[config.mk]
export PLATFORM = sky130hd
export DESIGN_NAME = neuron_weight_loader_flat
export DESIGN_NICKNAME = d
export VERILOG_FILES = /design/src/rtl/nn_layer_pkg.sv /design/src/rtl/neuron_weight_loader_if.sv /design/src/rtl/weight_addr_gen.sv /design/src/rtl/neuron_weight_loader.sv /design/src/flat_wrapper.sv
export SDC_FILE = /design/constraint.sdc
export NUM_CORES = 1
export LEC_CHECK = 0
export CAP_MARGIN = 20
export CORE_MARGIN = 2
export CORE_UTILIZATION = 40
export DETAILED_ROUTE_END_ITERATION = 12
export PLACE_DENSITY = 0.69
export SYNTH_ARGS = -nofsm -noshare
export SYNTH_HDL_FRONTEND = slang
export SYNTH_SLANG_ARGS = --single-unit
[constraint.sdc]
create_clock -name clk -period 2.8 [get_ports clk]
set_clock_uncertainty 0.15 [all_clocks]
set_input_delay 0.28 -clock clk [delete_from_list [all_inputs] [get_ports clk]]
set_output_delay 0.28 -clock clk [all_outputs]
set_load 0.1 [all_outputs]
[src/rtl/nn_layer_pkg.sv]
// Shared definitions for the neural-network layer blocks.
//   loader_state_t      : states of the neuron weight loader FSM
//   WORDS_PER_NEURON    : words stored per neuron (weights + bias) for the
//                         default layer; neuron RAM depth uses the same value
//   words_per_neuron()  : same helper for parameterised instances
package nn_layer_pkg;

    typedef enum logic [2:0] {
        IDLE,
        ARM,
        STREAM,
        WAIT_LOADED,
        START,
        DONE,
        ERROR
    } loader_state_t;

    localparam int DEFAULT_PREVLAYER_COUNT = 169;
    localparam int WORDS_PER_NEURON        = DEFAULT_PREVLAYER_COUNT + 1;

    // Each neuron receives one weight per previous-layer neuron plus its bias.
    function automatic int words_per_neuron(input int prevlayer_count);
        return prevlayer_count + 1;
    endfunction

endpackage

[src/rtl/neuron_weight_loader_if.sv]
// Weight-load bus between a layer's loader, its weight ROM and its neurons.
//   rom_addr/rom_rd_en  : loader -> ROM read request
//   rom_rdata           : ROM -> loader, valid exactly one cycle after rom_rd_en
//   load_weights        : loader -> neurons, level, neurons in weight-load mode
//   weight_val/valid    : loader -> neurons, broadcast word
//   part_number         : loader -> neurons, index of the neuron owning the word
//   weights_loaded      : neurons -> loader, one load-complete flag per neuron
//   start               : loader -> neurons, one-cycle start pulse
// Modports: master = loader, slave = ROM/neuron side.
//
// Handshake: weight_valid is a broadcast qualifier with no ready. Every cycle
// with weight_valid=1 carries exactly one word that all neurons must accept;
// part_number selects which neuron stores it. When weight_valid=0,
// weight_val and part_number are both 0.
interface neuron_weight_loader_if #(
    parameter int WEIGHT_WIDTH      = 16,
    parameter int NEURON_COUNT      = 30,
    parameter int PART_NUMBER_WIDTH = 6,
    parameter int ADDR_WIDTH        = 13
);
    logic [ADDR_WIDTH-1:0]        rom_addr;
    logic                         rom_rd_en;
    logic [WEIGHT_WIDTH-1:0]      rom_rdata;
    logic                         load_weights;
    logic [WEIGHT_WIDTH-1:0]      weight_val;
    logic                         weight_valid;
    logic [PART_NUMBER_WIDTH-1:0] part_number;
    logic [NEURON_COUNT-1:0]      weights_loaded;
    logic                         start;

    modport master (
        output rom_addr, rom_rd_en, load_weights, weight_val, weight_valid,
               part_number, start,
        input  rom_rdata, weights_loaded
    );

    modport slave (
        input  rom_addr, rom_rd_en, load_weights, weight_val, weight_valid,
               part_number, start,
        output rom_rdata, weights_loaded
    );
endinterface

[src/rtl/weight_addr_gen.sv]
// Address generator for the weight loader: running ROM address plus the
// part (neuron) and word-within-part counters that label each read.
//   clk, rst    : clock, async active-high reset
//   clr         : synchronous clear of all counters (start of a new load)
//   adv         : a ROM read is issued this cycle; step to the next word
//   addr        : current ROM address (part*WORDS+word, kept as a counter)
//   part, word  : labels of the word at addr
//   all_issued  : the final address has been read; no further reads
module weight_addr_gen
    import nn_layer_pkg::*;
#(
    parameter int PREVLAYER_COUNT   = 169,
    parameter int NEURON_COUNT      = 30,
    parameter int PART_NUMBER_WIDTH = 6,
    parameter int ADDR_WIDTH        = 13,
    parameter int WORD_WIDTH        = 8
) (
    input  logic                         clk,
    input  logic                         rst,
    input  logic                         clr,
    input  logic                         adv,
    output logic [ADDR_WIDTH-1:0]        addr,
    output logic [PART_NUMBER_WIDTH-1:0] part,
    output logic [WORD_WIDTH-1:0]        word,
    output logic                         all_issued
);
    localparam int WPN = words_per_neuron(PREVLAYER_COUNT);
    localparam logic [WORD_WIDTH-1:0]        LAST_WORD = WORD_WIDTH'(WPN - 1);
    localparam logic [PART_NUMBER_WIDTH-1:0] LAST_PART = PART_NUMBER_WIDTH'(NEURON_COUNT - 1);

    logic last;
    assign last = (part == LAST_PART) && (word == LAST_WORD);

    always_ff @(posedge clk or posedge rst) begin
        if (rst) begin
            addr       <= '0;
            part       <= '0;
            word       <= '0;
            all_issued <= 1'b0;
        end else if (clr) begin
            addr       <= '0;
            part       <= '0;
            word       <= '0;
            all_issued <= 1'b0;
        end else if (adv) begin
            if (last) begin
                // Hold on the final address; the FSM drops the read strobe.
                all_issued <= 1'b1;
            end else begin
                addr <= addr + ADDR_WIDTH'(1);
                if (word == LAST_WORD) begin
                    word <= '0;
                    part <= part + PART_NUMBER_WIDTH'(1);
                end else begin
                    word <= word + WORD_WIDTH'(1);
                end
            end
        end
    end
endmodule

[src/rtl/neuron_weight_loader.sv]
// Transmit side of a layer's neuron weight-load interface. Streams
// PREVLAYER_COUNT weights + 1 bias per neuron from a synchronous ROM to all
// neurons, tagged with part_number, waits for every weights_loaded flag and
// then pulses start together with load_weights.
//   clk, rst   : clock, async active-high reset
//   load_go    : one-cycle request to load the whole layer (ignored while busy)
//   bus        : weight-load bus, master side (ROM port + neuron broadcast)
//   busy       : load in progress (ARM, STREAM, WAIT_LOADED, START)
//   done       : level, load finished and start issued
//   error      : level, neurons did not all report loaded within TIMEOUT_CYCLES
//   state_dbg  : current FSM state
//   checksum   : (only with WEIGHT_CHECKSUM_EN) wrapping sum of sign-extended
//                words broadcast in the current load
// Optional feature macro: WEIGHT_CHECKSUM_EN.
module neuron_weight_loader
    import nn_layer_pkg::*;
#(
    parameter int WEIGHT_WIDTH      = 16,
    parameter int PREVLAYER_COUNT   = 169,
    parameter int NEURON_COUNT      = 30,
    parameter int PART_NUMBER_WIDTH = 6,
    parameter int ADDR_WIDTH        = 13,
    parameter int TIMEOUT_CYCLES    = 1024
) (
    input  logic                   clk,
    input  logic                   rst,
    input  logic                   load_go,
    neuron_weight_loader_if.master bus,
    output logic                   busy,
    output logic                   done,
    output logic                   error,
    output loader_state_t          state_dbg
`ifdef WEIGHT_CHECKSUM_EN
    ,
    output logic [31:0]            checksum
`endif
);
    localparam int WPN         = words_per_neuron(PREVLAYER_COUNT);
    localparam int WORD_WIDTH  = $clog2(WPN + 1);
    localparam int TIMER_WIDTH = $clog2(TIMEOUT_CYCLES + 1);
    localparam logic [WORD_WIDTH-1:0]        LAST_WORD = WORD_WIDTH'(WPN - 1);
    localparam logic [PART_NUMBER_WIDTH-1:0] LAST_PART = PART_NUMBER_WIDTH'(NEURON_COUNT - 1);

    loader_state_t                state_q, state_d;
    logic                         go_accept;
    logic                         rd_en;
    logic                         all_issued;
    logic [PART_NUMBER_WIDTH-1:0] part;
    logic [WORD_WIDTH-1:0]        word;
    logic                         rd_q;
    logic [PART_NUMBER_WIDTH-1:0] part_q;
    logic [WORD_WIDTH-1:0]        word_q;
    logic [TIMER_WIDTH-1:0]       timer_q;
    logic                         stream_last;
    logic                         timed_out;

    assign go_accept   = load_go && (state_q == IDLE || state_q == DONE || state_q == ERROR);
    assign stream_last = rd_q && (part_q == LAST_PART) && (word_q == LAST_WORD);
    assign timed_out   = (timer_q == TIMER_WIDTH'(TIMEOUT_CYCLES - 1));
    assign state_dbg   = state_q;

    weight_addr_gen #(
        .PREVLAYER_COUNT  (PREVLAYER_COUNT),
        .NEURON_COUNT     (NEURON_COUNT),
        .PART_NUMBER_WIDTH(PART_NUMBER_WIDTH),
        .ADDR_WIDTH       (ADDR_WIDTH),
        .WORD_WIDTH       (WORD_WIDTH)
    ) u_addr_gen (
        .clk       (clk),
        .rst       (rst),
        .clr       (go_accept),
        .adv       (rd_en),
        .addr      (bus.rom_addr),
        .part      (part),
        .word      (word),
        .all_issued(all_issued)
    );

    always_ff @(posedge clk or posedge rst) begin
        if (rst) state_q <= IDLE;
        else     state_q <= state_d;
    end

    always_comb begin
        state_d          = state_q;
        rd_en            = 1'b0;
        bus.load_weights = 1'b0;
        bus.start        = 1'b0;
        busy             = 1'b0;
        done             = 1'b0;
        error            = 1'b0;
        case (state_q)
            IDLE: begin
                if (go_accept) state_d = ARM;
            end
            ARM: begin
                // First ROM read goes out here so word 0 lands in the first
                // STREAM cycle, while neurons already see load_weights.
                bus.load_weights = 1'b1;
                busy             = 1'b1;
                rd_en            = 1'b1;
                state_d          = STREAM;
            end
            STREAM: begin
                bus.load_weights = 1'b1;
                busy             = 1'b1;
                rd_en            = !all_issued;
                if (stream_last) state_d = WAIT_LOADED;
            end
            WAIT_LOADED: begin
                bus.load_weights = 1'b1;
                busy             = 1'b1;
                if (&bus.weights_loaded) state_d = START;
                else if (timed_out)      state_d = ERROR;
            end
            START: begin
                // Neurons latch start only while load_weights is still high.
                bus.load_weights = 1'b1;
                bus.start        = 1'b1;
                busy             = 1'b1;
                state_d          = DONE;
            end
            DONE: begin
                done = 1'b1;
                if (go_accept) state_d = ARM;
            end
            ERROR: begin
                error = 1'b1;
                if (go_accept) state_d = ARM;
            end
            default: state_d = IDLE;
        endcase
    end

    // Alignment stage: labels follow the read by one cycle to meet the data.
    always_ff @(posedge clk or posedge rst) begin
        if (rst) begin
            rd_q   <= 1'b0;
            part_q <= '0;
            word_q <= '0;
        end else begin
            rd_q   <= rd_en;
            part_q <= part;
            word_q <= word;
        end
    end

    assign bus.rom_rd_en    = rd_en;
    assign bus.weight_valid = rd_q;
    assign bus.weight_val   = rd_q ? bus.rom_rdata : WEIGHT_WIDTH'(0);
    assign bus.part_number  = rd_q ? part_q : '0;

    always_ff @(posedge clk or posedge rst) begin
        if (rst)                       timer_q <= '0;
        else if (state_q == WAIT_LOADED) timer_q <= timer_q + TIMER_WIDTH'(1);
        else                           timer_q <= '0;
    end

`ifdef WEIGHT_CHECKSUM_EN
    always_ff @(posedge clk or posedge rst) begin
        if (rst)                 checksum <= '0;
        else if (state_q == ARM) checksum <= '0;
        else if (rd_q)           checksum <= checksum + 32'($signed(bus.weight_val));
    end
`endif

endmodule
[src/flat_wrapper.sv]
// flat-port wrapper written by rule: the top's interface ports become plain ports
module neuron_weight_loader_flat import nn_layer_pkg::*;
#(
    parameter int WEIGHT_WIDTH      = 16,
    parameter int PREVLAYER_COUNT   = 169,
    parameter int NEURON_COUNT      = 30,
    parameter int PART_NUMBER_WIDTH = 6,
    parameter int ADDR_WIDTH        = 13,
    parameter int TIMEOUT_CYCLES    = 1024
)
  (clk, rst, load_go, busy, done, error, state_dbg, bus_rom_addr, bus_rom_rd_en, bus_load_weights, bus_weight_val, bus_weight_valid, bus_part_number, bus_start, bus_rom_rdata, bus_weights_loaded);
  neuron_weight_loader_if #(.WEIGHT_WIDTH(WEIGHT_WIDTH), .NEURON_COUNT(NEURON_COUNT), .PART_NUMBER_WIDTH(PART_NUMBER_WIDTH), .ADDR_WIDTH(ADDR_WIDTH)) bus_i ();
  input  logic clk;
  input  logic rst;
  input  logic load_go;
  output logic busy;
  output logic done;
  output logic error;
  output loader_state_t state_dbg;
  output wire logic [$bits(bus_i.rom_addr)-1:0] bus_rom_addr;
  output wire logic [$bits(bus_i.rom_rd_en)-1:0] bus_rom_rd_en;
  output wire logic [$bits(bus_i.load_weights)-1:0] bus_load_weights;
  output wire logic [$bits(bus_i.weight_val)-1:0] bus_weight_val;
  output wire logic [$bits(bus_i.weight_valid)-1:0] bus_weight_valid;
  output wire logic [$bits(bus_i.part_number)-1:0] bus_part_number;
  output wire logic [$bits(bus_i.start)-1:0] bus_start;
  input wire logic [$bits(bus_i.rom_rdata)-1:0] bus_rom_rdata;
  input wire logic [$bits(bus_i.weights_loaded)-1:0] bus_weights_loaded;
  assign bus_rom_addr = bus_i.rom_addr;
  assign bus_rom_rd_en = bus_i.rom_rd_en;
  assign bus_load_weights = bus_i.load_weights;
  assign bus_weight_val = bus_i.weight_val;
  assign bus_weight_valid = bus_i.weight_valid;
  assign bus_part_number = bus_i.part_number;
  assign bus_start = bus_i.start;
  assign bus_i.rom_rdata = bus_rom_rdata;
  assign bus_i.weights_loaded = bus_weights_loaded;
  neuron_weight_loader #(.WEIGHT_WIDTH(WEIGHT_WIDTH), .PREVLAYER_COUNT(PREVLAYER_COUNT), .NEURON_COUNT(NEURON_COUNT), .PART_NUMBER_WIDTH(PART_NUMBER_WIDTH), .ADDR_WIDTH(ADDR_WIDTH), .TIMEOUT_CYCLES(TIMEOUT_CYCLES)) u_core (.clk(clk), .rst(rst), .load_go(load_go), .bus(bus_i), .busy(busy), .done(done), .error(error), .state_dbg(state_dbg));
endmodule
# --- Word level (Yosys, flattened, before mapping) ---
# Index checks and enable logic that the tools add are counted.
word_totals:
  in_bits: 49
  reg_bits: 57
op_classes:
  addsub: 4
  n_reduce_logical: 18
  mux: 27
  eq_ne: 15
op_table:
  columns: ["op", "count"]
  rows:
  - ["$mux W13", 3]
  - ["$mux W8", 4]
  - ["$mux W6", 5]
  - ["$reduce_and A30 Y1", 1]
  - ["$eq A8 B8 Y1 const B", 2]
  - ["$mux W16", 1]
  - ["$pmux W3 S5", 1]
  - ["$add A13 B1 Y13 const B", 1]
  - ["$eq A6 B5 Y1 const B", 2]
  - ["$mux W3", 4]
  - ["$add A11 B1 Y11 const B", 1]
  - ["$eq A11 B10 Y1 const B", 1]
  - ["$mux W11", 1]
  - ["$eq A3 B3 Y1 const B", 3]
  - ["$add A8 B1 Y8 const B", 1]
  - ["$mux W1", 7]
  - ["$add A6 B1 Y6 const B", 1]
  - ["$eq A3 B2 Y1 const B", 2]
  - ["$ne A2 B1 Y1 const B", 3]
  - ["$reduce_and A3 Y1", 2]
  - ["$reduce_bool A2 Y1", 3]
  - ["$logic_and A1 B1 Y1", 4]
  - ["$reduce_and A2 Y1", 2]
  - ["$reduce_or A4 Y1", 1]
  - ["other kinds (7)", 8]

# --- Longest topological paths before layout ---
depth:
  depth_word: 6
  mapped_depth: 8
  ltp_nobuf: 6

# --- Hierarchy ---
# Synthesis repeated with hierarchy kept, for this count alone.
hier_totals:
  cells_unflattened: 295
  area_unflattened_um2: 2972.9
modules_own_cells:
  columns: ["module", "cells_each", "area_each_um2", "instances", "seq_area_each_um2"]
  rows:
  - ["weight_addr_gen", 159, 1560.2, 1, 700.7]
  - ["neuron_weight_loader", 136, 1412.6, 1, 725.7]

# --- Worst setup path after synthesis ---
# No wires, ideal clock.
synth_path:
  kind: "register to output"
  from: "register u_core.state_q[0] (netlist: u_core.state_dbg[0])"
  to: "output port busy"
  stages_incl_launch_ff: 5
  path_buffers: 2
  path_slack_ps: -1116
  arrival_ps: 3486
  cell_sequence: "dfrtp_1 buf_2 nor2_1 xnor2_1 buf_4"
synth_via:
  elab_chain_len: 3
  word_cells_on_any_way: 6
  classes_between: "eq/ne: 4; mux: 1; reduce/logical: 1"
synth_rtl:
  columns: ["element", "line", "text"]
  rows:
  - ["start, declared", "neuron_weight_loader.sv:44", "loader_state_t state_q, state_d;"]
  - ["start signal, assigned", "neuron_weight_loader.sv:81", "else state_q <= state_d;"]
  - ["$eq A3 B1 Y1, or another cell as far along", null, null]
  - ["$reduce_or A4 Y1 (no line) *", null, null]
  - ["$mux W1 *", null, null]
  - ["end, declared", "flat_wrapper.sv:16", "output logic busy;"]
# Mark *: on every way between the ends. The rest lies on a longest branch, timed or not.

# --- Final worst setup path ---
layout_path:
  from: "register u_core.state_q[2] (netlist: u_core.state_dbg[2])"
  to: "output port bus_rom_rd_en"
layout_via:
  elab_chain_len: 2
  word_cells_on_any_way: 3
  classes_between: "eq/ne: 2; mux: 1"
layout_rtl:
  columns: ["element", "line", "text"]
  rows:
  - ["$eq A3 B2 Y1 or $eq A3 B1 Y1 (tied branches)", "neuron_weight_loader.sv:92", "case (state_q)"]
  - ["$pmux W1 S2 *", "neuron_weight_loader.sv:92", null]
  - ["end, declared", "flat_wrapper.sv:21", "output wire logic [$bits(bus_i.rom_rd_en)-1:0] bus_rom_rd_en;"]
# Marked as above.

==> summary.md <==
| Metric | Value |
|---|---|
| Inserted Clock Buffers | 9 |
| Placed cell area | 0.00391 mm^2 |
| Combinational share of power | 0.488 |
| Synth Net Count | around 350 |
| Worst r2r path cells | 6 |
| Final worst-path cycle share | 0.891 |
| FF/Latch Area | 0.00143 mm^2 |
| Total iterations of the first detailed-routing run | 4 |
| Crit path cell chain | clkinv_1 > o21ai_2 > clkinv_2 > buf_12 |
| CTS Sinks | 57 |
| GR Util All Layers | 0.188 |
| Row count | 31 |
| CP Capture Type | primary output |
| Cells after Synth | around 300 |
| Final WL | between 7 and 8 mm |
| Synth Register Bits | between 50 and 60 |
| Clk pin slew, worst setup/hold paths | 0.07 ns |
| Peak Freq | around 0.4 GHz |
| Clock Latency Late Sink | roughly 0.33 ns |
| Vias per cell | 5.33 |
| Sequential share of power | 0.313 |
| Syn Area/Cell | around 10 um^2 |
| Final setup viols | 0 |
| Critical path data arrival time | ~2.1 ns |
| Crit Path Class | reg -> out |
| Post-synth ARST share | 1.00 |
| Die area | 0.00809 mm^2 |
| Fillers | between 600 and 700 |
| Placer Congestion | 0.804 |
| Final #Nets | between 400 and 500 |
| TritonCTS clock tree | built |
| RSZ-0062 raised after global routing | false |
| Worst stage delay on the critical path | between 0.5 and 0.6 ns |
| Port Buf Inserts | slightly above 90 |
| Status | finished clean |
| IO Pins | between 90 and 100 |
| CTS Hold Bufs | 0 |
| Vias in the first global route | 2,526 |
| Rel. slew slack | 0.518 |
| Area of the multi-input gates | ~0.0015 mm^2 |
| Internal | 2060 uW |
| Leak | 0.00178 uW |
| Critical Path Source Type | register |
| Pwr/cell area | 993 mW/mm^2 |
| Final hold violation count | 0 |
| CP max FO | 12 |
| Max-cap violations | 0 |
| Top delay family on crit path | buffers and inverters |
| Netlist cell types | 55 |
| Sequential fraction of the synthesis area | 0.483 |
| Bufs and invs on worst path | 3 |
| Synthesized cell area | ~0.003 mm^2 |
| Hold WC Path Type | in -> async |
| DR WL/cell | 14.8 um |
| Critical path's slowest cell | dfrtp_2 |
| Largest net degree at the start of global routing | 35 |
| First-pass GRT wire length | between 10 and 15 mm |
| H-tree levels | 3 |
| Synth Warn # | 0 |
| Synth Flop Type | dfrtp_1 |
| Critical Path Stages | 4 |
| Worst EP required | between 2 and 2.5 ns |
| EDFF count, synth | 0 |
| Area Growth Syn to Fin | 39.6% |
| Starting Density | 0.409 |
| Die span in y | about 90 um |
| Worst Tran Pin Value | roughly 0.72 ns |
| Detail Route Antenna Nets | 0 |
| Layout cells sized above 1 | 0.209 |
| Longest Clk Path Bufs | 2 |
| Diodes inserted | 0 |
| Post-CTS Resized | 0 |
| Vias after detailed routing | 2,623 |
| Post-layout minimum cycle time | 2.49 ns |
| # Post-CTS Setup Buffers | 0 |
| Final Max Tran Viols | 0 |
| Die width | 89.9 um |
| PnR worst setup slack | roughly 0.31 ns |
| Initial DRC Count | 130 |
| Core Region | between 0.007 and 0.008 mm^2 |
| Initial antenna violation count | 0 |
| Hold slack | roughly 0.16 ns |
| Clk pwr share | 0.199 |
| Final Instance Area | roughly 0.0041 mm^2 |
| Sw Ratio | 0.498 |
| Root Buffer | clkbuf_8 |
| Final core occ | 0.572 |
| DRC | 0 |
| Total congestion overflow | 0 |
| NetSw | between 2000 and 2500 uW |
| DP HPWL | approximately 5.5 mm |
| Worst slack at placement | roughly 0.52 ns |
| Worst VDD drop | about 750 uV |
## registers in the layout, indices dropped and copies added (netlist names)
name and flops:
u_core.bus.weight_valid 1, u_core.word_q 8, u_core.u_addr_gen.part 6, u_core.u_addr_gen.word 8, u_core.timer_q 11, u_core.u_addr_gen.addr 13
u_core.part_q 6, u_core.u_addr_gen.all_issued 1, u_core.state_dbg 3
## worst reg2reg max path, stage by stage (launching register included)
cell and delay, ns:
dfrtp_1 0.43, inv_1 0.10, ha_1 0.15, and4b_1 0.26
o2111ai_1 0.38, or4_1 0.58, a21oi_1 0.17
## cell usage in the layout (no fill, tap or decap), types with 6 or more instances in the layout
cell / n
dfrtp_1: 55
clkdlybuf4s50_1: 48
buf_4: 47
and2_1: 24
nor2_1: 19
o21ai_0: 15
nand3_1: 15
a21oi_1: 15
nand4_1: 13
nand2_1: 13
clkbuf_8: 9
xor2_1: 8
mux2i_1: 8
inv_1: 6
o31ai_1: 6
or3_1: 6
ha_1: 6
## per-layer routing
metal	global-route usage	share of wire
met5	0	0
met3	0.0402	0.048
met4	0.0526	0.0018
met2	0.306	0.48
met1	0.256	0.47
## logic make-up (layout without fill, tap and decap cells)
group,after synthesis,after routing,synth area share
simple gates,124,124,0.246
xor+xnor,13,13,0.0385
flops,57,57,0.483
buf+inv,25,122,0.0369
compound gates,62,62,0.140
fa+ha+maj,7,7,0.0288
mux,8,8,0.0271
## power by group through the flow
stage / Combinational (uW) / Clock [uW] / Sequential (uW)
2_1_floorplan: 1160 / 0 / 1640
3_3_place_gp: 1980 / 0 / 1290
3_5_place_dp: 2000 / 0 / 1290
4_1_cts: 2010 / 829 / 1280
5_1_grt: 2100 / 865 / 1320
6_report: 2000 / 815 / 1280
## final timing paths
| kind | startpoint | end | slack (ns) |
|---|---|---|---|
| worst max-delay path | u_core.state_dbg[2] | bus_rom_rd_en | 0.31 |
| worst min-delay path | rst | u_core.timer_q[5] | 0.16 |
| worst max register to register | u_core.u_addr_gen.word[1] | u_core.u_addr_gen.part[3] | 0.52 |
| worst min register to register | u_core.u_addr_gen.part[5] | u_core.part_q[5] | 0.28 |
| max in group asynchronous | rst | u_core.u_addr_gen.addr[0] | 1.78 |
| min in group clk | u_core.u_addr_gen.part[5] | u_core.part_q[5] | 0.28 |
## area by class of cell
cell class / count / area share
clock buffer: 10 / 0.0309
clock inverter: 6 / 0.0200
inverter: 9 / 0.00850
multi-input combinational: 214 / 0.352
sequential: 57 / 0.346
tap: 99 / 0.0300
timing repair buffer: 97 / 0.212
## per-stage QoR
step	instances	TNS [ns]	total power, uW
after detailed placement	476	0	3290
after CTS	492	0	4120
after global placement	476	0	3270
after global routing	492	0	4290
final	492	0	4090
after floorplan	296	-0.0506	2800
## cells in the mapped netlist (all sizes together) (3+ instances only)
| library cell | n | area [um^2] |
|---|---|---|
| and4 | 4 | 35.0 |
| clkbuf | 7 | 26.3 |
| nand2 | 13 | 48.8 |
| xnor2 | 5 | 43.8 |
| nand4 | 13 | 81.3 |
| or3 | 6 | 37.5 |
| ha | 6 | 75.1 |
| nor4 | 4 | 25.0 |
| nand3 | 15 | 75.1 |
| inv | 7 | 26.3 |
| and3 | 4 | 25.0 |
| a21oi | 15 | 75.1 |
| nor2 | 21 | 81.3 |
| dfrtp | 57 | 1430 |
| o22ai | 3 | 18.8 |
| o31ai | 6 | 45.0 |
| xor2 | 8 | 70.1 |
| mux2i | 8 | 80.1 |
| buf | 9 | 48.8 |
| o21ai | 16 | 83.8 |
| or4 | 4 | 30.0 |
| and2 | 24 | 150 |
| a311oi | 3 | 26.3 |
| o21bai | 3 | 22.5 |
(Power assumes the default switching activity.)
